===== src/rtl/ram_preloader.sv =====
// ram_preloader
//
// Feeds the RAM test port from a host byte stream. Bytes are packed
// little-endian into 64-bit words, and each word is written at an
// auto-incrementing address while the CPU is held off the RAM.
//
// Optional feature: define PRELOADER_CHECKSUM_EN to add the `checksum`
// output. It is the XOR of every word written during the current load.
//
// Parameters:
//   ADDR_STEP  address increment per written word (byte addressing)
//   WR_CYCLES  cycles ld_cs/ld_we are held high per write (1..15)
//   CNT_W      width of word_count and the internal word counter
//
// Ports:
//   clk         system clock, rising edge
//   reset       synchronous active-high reset
//   start       one-cycle load request, sampled only when idle
//   base_addr   first write address, captured on accepted start
//   word_count  number of 64-bit words to write, captured on accepted start
//   in_valid    byte stream valid
//   in_data     byte stream payload
//   in_ready    byte accepted when in_valid && in_ready
//   ld_en       test-port mux enable, high while a load is in progress
//   ld_cs       RAM chip select
//   ld_we       RAM write enable
//   ld_oe       RAM output enable, constant 0
//   ld_addr     RAM address
//   ld_data     RAM write data
//   busy        high in any state except idle
//   done        one-cycle pulse after the final word's write completes
//   checksum    (PRELOADER_CHECKSUM_EN only) XOR of written words

module ram_preloader #(
  parameter int unsigned ADDR_STEP = 8,
  parameter int unsigned WR_CYCLES = 2,
  parameter int unsigned CNT_W     = 32
) (
  input  logic             clk,
  input  logic             reset,
  input  logic             start,
  input  logic [63:0]      base_addr,
  input  logic [CNT_W-1:0] word_count,
  input  logic             in_valid,
  input  logic [7:0]       in_data,
  output logic             in_ready,
  output logic             ld_en,
  output logic             ld_cs,
  output logic             ld_we,
  output logic             ld_oe,
  output logic [63:0]      ld_addr,
  output logic [63:0]      ld_data,
  output logic             busy,
  output logic             done
`ifdef PRELOADER_CHECKSUM_EN
  ,
  output logic [63:0]      checksum
`endif
);

  typedef enum logic [2:0] {
    StIdle,
    StCollect,
    StWrite,
    StRecover,
    StDone
  } state_e;

  state_e state_q, state_d;

  logic [63:0]      addr_q, addr_d;
  logic [63:0]      data_q, data_d;
  logic [2:0]       byte_idx_q, byte_idx_d;
  logic [CNT_W-1:0] cnt_q, cnt_d;
  logic [3:0]       wr_cnt_q, wr_cnt_d;

  logic byte_acc;
  logic wr_last;

  assign byte_acc = (state_q == StCollect) && in_valid;
  assign wr_last  = (wr_cnt_q == 4'(WR_CYCLES - 1));

  // ---------------------------------------------------------------------------
  // State register
  // ---------------------------------------------------------------------------
  always_ff @(posedge clk) begin
    if (reset) begin
      state_q <= StIdle;
    end else begin
      state_q <= state_d;
    end
  end

  // ---------------------------------------------------------------------------
  // Next-state logic
  // ---------------------------------------------------------------------------
  always_comb begin
    state_d = state_q;
    unique case (state_q)
      StIdle: begin
        if (start) begin
          state_d = (word_count == '0) ? StDone : StCollect;
        end
      end
      StCollect: begin
        if (byte_acc && (byte_idx_q == 3'd7)) begin
          state_d = StWrite;
        end
      end
      StWrite: begin
        if (wr_last) begin
          state_d = StRecover;
        end
      end
      StRecover: begin
        // cnt_q still holds the pre-decrement value here
        state_d = (cnt_q == CNT_W'(1)) ? StDone : StCollect;
      end
      StDone: begin
        state_d = StIdle;
      end
      default: begin
        state_d = StIdle;
      end
    endcase
  end

  // ---------------------------------------------------------------------------
  // Datapath next-state
  // ---------------------------------------------------------------------------
  always_comb begin
    addr_d     = addr_q;
    data_d     = data_q;
    byte_idx_d = byte_idx_q;
    cnt_d      = cnt_q;
    wr_cnt_d   = wr_cnt_q;
    unique case (state_q)
      StIdle: begin
        if (start) begin
          addr_d     = base_addr;
          cnt_d      = word_count;
          byte_idx_d = '0;
        end
      end
      StCollect: begin
        if (in_valid) begin
          data_d[{byte_idx_q, 3'b000} +: 8] = in_data;
          // Wraps from 7 back to 0, ready for the next word
          byte_idx_d = byte_idx_q + 3'd1;
        end
      end
      StWrite: begin
        wr_cnt_d = wr_last ? 4'd0 : (wr_cnt_q + 4'd1);
      end
      StRecover: begin
        // Address moves only after we has dropped for a full cycle
        addr_d = addr_q + 64'(ADDR_STEP);
        cnt_d  = cnt_q - CNT_W'(1);
      end
      default: ;
    endcase
  end

  always_ff @(posedge clk) begin
    if (reset) begin
      addr_q     <= '0;
      data_q     <= '0;
      byte_idx_q <= '0;
      cnt_q      <= '0;
      wr_cnt_q   <= '0;
    end else begin
      addr_q     <= addr_d;
      data_q     <= data_d;
      byte_idx_q <= byte_idx_d;
      cnt_q      <= cnt_d;
      wr_cnt_q   <= wr_cnt_d;
    end
  end

`ifdef PRELOADER_CHECKSUM_EN
  logic [63:0] checksum_q, checksum_d;

  always_comb begin
    checksum_d = checksum_q;
    if ((state_q == StIdle) && start) begin
      checksum_d = '0;
    end else if ((state_q == StWrite) && (wr_cnt_q == 4'd0)) begin
      checksum_d = checksum_q ^ data_q;
    end
  end

  always_ff @(posedge clk) begin
    if (reset) begin
      checksum_q <= '0;
    end else begin
      checksum_q <= checksum_d;
    end
  end

  assign checksum = checksum_q;
`endif

  // ---------------------------------------------------------------------------
  // Output logic
  // ---------------------------------------------------------------------------
  always_comb begin
    in_ready = 1'b0;
    ld_cs    = 1'b0;
    ld_we    = 1'b0;
    ld_oe    = 1'b0;
    ld_en    = 1'b0;
    busy     = 1'b0;
    done     = 1'b0;
    ld_addr  = addr_q;
    ld_data  = data_q;
    unique case (state_q)
      StIdle: ;
      StCollect: begin
        in_ready = 1'b1;
        ld_en    = 1'b1;
        busy     = 1'b1;
      end
      StWrite: begin
        ld_cs = 1'b1;
        ld_we = 1'b1;
        ld_en = 1'b1;
        busy  = 1'b1;
      end
      StRecover: begin
        ld_en = 1'b1;
        busy  = 1'b1;
      end
      StDone: begin
        done  = 1'b1;
        ld_en = 1'b1;
        busy  = 1'b1;
      end
      default: ;
    endcase
  end

endmodule


===== config.mk =====
export PLATFORM = sky130hd
export DESIGN_NAME = ram_preloader
export DESIGN_NICKNAME = d
export VERILOG_FILES = /design/src/rtl/ram_preloader.sv
export SDC_FILE = /design/constraint.sdc
export NUM_CORES = 1
export LEC_CHECK = 0
export ABC_AREA = 1
export BUFFER_PORTS_ARGS = -buffer_cell sky130_fd_sc_hd__buf_4
export CELL_PAD_IN_SITES_DETAIL_PLACEMENT = 1
export CELL_PAD_IN_SITES_GLOBAL_PLACEMENT = 1
export CORE_UTILIZATION = 40
export CTS_CLUSTER_DIAMETER = 100
export DETAILED_ROUTE_END_ITERATION = 7
export PLACE_DENSITY = 0.93
export SYNTH_ARGS = -nofsm -noshare
export SYNTH_HDL_FRONTEND = slang
export SYNTH_SLANG_ARGS = --single-unit

===== constraint.sdc =====
create_clock -name clk -period 6.9 [get_ports clk]
set_clock_uncertainty 0.2 [all_clocks]
set_input_delay 0.345 -clock clk [delete_from_list [all_inputs] [get_ports clk]]
set_output_delay 0.345 -clock clk [all_outputs]
set_load 0.005 [all_outputs]

==> results.ini <==
[yosys]
synthFlopType = dfxtp_1
yosysWarnings = 0
yosys-top-cells-area = dfxtp_1 33%, nand2_1 16%, nor2_1 12%
synthCells = 1719
netlist_area_mm2 = 0.0104
ys_seq_area_frac = 0.326
synth_top_area_frac = 0.326
synth_edf_count = 0
synth-seq-cells = 170
synth_nets = 1837
synthMostInstantiatedCell = nand2_1
ys_types = 44
synth.avg_cell_area_um2 = 6.07
async_reset_ff_frac = 0
synth_top_cell_by_area = dfxtp_1
yosys-top-cells-count = 442 x nand2_1, 335 x nor2_1, 173 x inv_1, 170 x dfxtp_1, 125 x o21ai_0

[die]
pin_count = 243
die_height_um = 164
initial_core_util = 0.411
die_area_mm2 = 0.0267
dieWidth_um = 164
rows = 58
core_mm2 = 0.0254

[run_status]
status = finished clean

[placed_design]
port-buffer-count = 241
place_congestion = 0.961
dp.cells = 2230
dp_hpwl_um = 32300
placed_area_mm2 = 0.0124

[layout]
layout.cells.non_filler = 2276
drive_gt1_frac = 0.172
syn2layout_area_growth_pct = 25.6
fin_area_mm2 = 0.0131
fillCellCount = 3478
nNetsFinal = 2051
antennaDiodeCount = 0

[clock_tree]
worstSkewPairLatency_ns = 0.45
cts_hold_buf = 14
cts_root_buf = clkbuf_16
clk_pin_slew_ns = 0.08
cts_buffer_depth = 2
cts_resized = 0
post_cts_buffers = 0
cts_buffers = 17
cts_sinks = 170
cts_tree = yes
htree_levels = 4

[setup_path]
worstPathArrival_ns = 4.38
path_max_fanout = 47
setup.worst_path.end_class = flop
rr_worst_depth = 7
rr_startpoint = state_q[1]
r2r-end = cnt_q[24]
cp-endpoint = cnt_q[24]
ff2ff_setup_slack_ns = 2.67
worstSetupStartpoint = state_q[1]
startpoint_type = flop
path_class = flop to flop
cp.required_ns = 7.05

[detailed_routing]
routed_wl_um = 43100
drtIter0Drc = 871
drtAntennaViolNets = 0
remaining_drc_errors = 0
vias_per_cell = 5.49
via_count = 12500
wl_per_cell_um = 18.9
drt-pass1-iter-count = 5

[power_and_ir_drop]
ir_drop_uv = 147
p_sw_frac = 0.431
p_int_mw = 2.17
pwr-share-seq = 0.360
p_leak_nw = 5.75
clkPwrFrac = 0.265
total_power_mw = 3.81
pwr-share-comb = 0.375
powerDensity_mw_per_mm2 = 291
power_switching_mw = 1.64

[hold_path]
hp-class = input port to flop

[sta]
fmax_mhz = 237
tightest_slew_ns = 1.08
rsz0062_at_grt = no
tns_ns = 0
fin_crit_sh = 0.613
final_hold_viol_count = 0
final.min_clock_period_ns = 4.23
slew_violations = 0
slew_headroom = 0.282
setup_viol = 0

[run]
maxCapViolCount = 0

[global_routing]
grt_use_total = 0.324
antenna_found_initial = 0
grt_overflow_total = 0
grt_pass1_wl_um = 67600
grt_max_degree = 92
grt_pass1_vias = 12700

-- power groups by stage --
stage	Clock (mW)	Sequential, mW	Combinational (mW)
after detailed placement	0	1.38	1.40
after CTS	1.02	1.36	1.42
after global routing	1.05	1.39	1.59
final	1.01	1.37	1.43
after floorplan	0	1.30	0.910
after global placement	0	1.38	1.33
-- worst min-delay path by stage --
stage / start / endpoint / slack [ns] / cells past startpoint
floorplan: wr_cnt_q[3] / wr_cnt_q[3] / 0.22 / 1
global placement: ld_data[39] / ld_data[39] / 0.23 / 2
detailed placement: ld_data[38] / ld_data[38] / 0.25 / 2
CTS: in_data[3] / ld_data[35] / 0.0004 / 3
global route: word_count[3] / cnt_q[3] / 0.006 / 3
finish: word_count[3] / cnt_q[3] / 0.002 / 3
-- state kept, by name, indices dropped and copies added (netlist names) --
| register | count |
|---|---|
| byte_idx_q | 3 |
| cnt_q | 32 |
| ld_addr | 64 |
| ld_data | 64 |
| state_q | 3 |
| wr_cnt_q | 4 |
-- cells by family after synthesis --
| group | Yosys count | share of synthesized area |
|---|---|---|
| other | 1 | 0.000359 |
| and+or+nand+nor | 993 | 0.408 |
| buffers and inverters | 252 | 0.0986 |
| DFF | 170 | 0.326 |
| xor gates and xnor gates | 15 | 0.0126 |
| adders and majority gates | 10 | 0.0120 |
| AOI/OAI and AO/OA | 278 | 0.142 |
-- placed cells by master, fill, tap and decap left out, drive strengths merged, types with 4 or more instances in the layout --
cell type and count:
clkinv 6, xor2 5, ha 10, nand3 125, a211oi 4, nand3b 7
a31oi 12, xnor2 10, dlygate4sd3 14, dfxtp 170, nand4 24, o21ai 134
buf 246, clkbuf 19, or2 5, a21oi 103, inv 192, o211ai 16
nor2 348, nor3 33, nand2 450
-- through the flow --
| stage | utilization | setup WS (ns) | hold WS [ns] |
|---|---|---|---|
| final | 0.516 | 2.67 | 0.00236 |
| after detailed placement | 0.487 | 2.75 | 0.245 |
| after floorplan | - | 4.29 | 0.224 |
| after global placement | 0.487 | 2.94 | 0.234 |
| after global routing | 0.516 | 2.38 | 0.00560 |
| after CTS | 0.516 | 2.67 | 0.000352 |
-- final cells by class --
type	instances	area [um^2]	share of cell area
Clock inverter	13	148	0.0113
Tap cell	330	413	0.0315
Inverter	187	709	0.0541
Clock buffer	19	443	0.0338
Timing Repair Buffer	260	1990	0.152
Multi-Input combinational cell	1297	6010	0.458
Sequential cell	170	3400	0.260
-- per-layer routing --
| metal | vias up | part of all wire | global-route usage |
|---|---|---|---|
| met5 | - | 0 | 0 |
| met4 | 0 | 0.029 | 0.117 |
| met3 | 84 | 0.078 | 0.0767 |
| met2 | 450 | 0.48 | 0.553 |
| met1 | 6013 | 0.41 | 0.394 |
| li1 | 5940 | - | - |
-- critical path, stage by stage (launching register included) --
cell and delay (ns):
dfxtp_1 0.48, nor3_2 0.11, nand2_2 0.72, nand2_1 0.86, inv_2 0.82, buf_4 0.58
nand2_1 0.13, a21oi_1 0.21
Power figures use the tool's default switching activity.
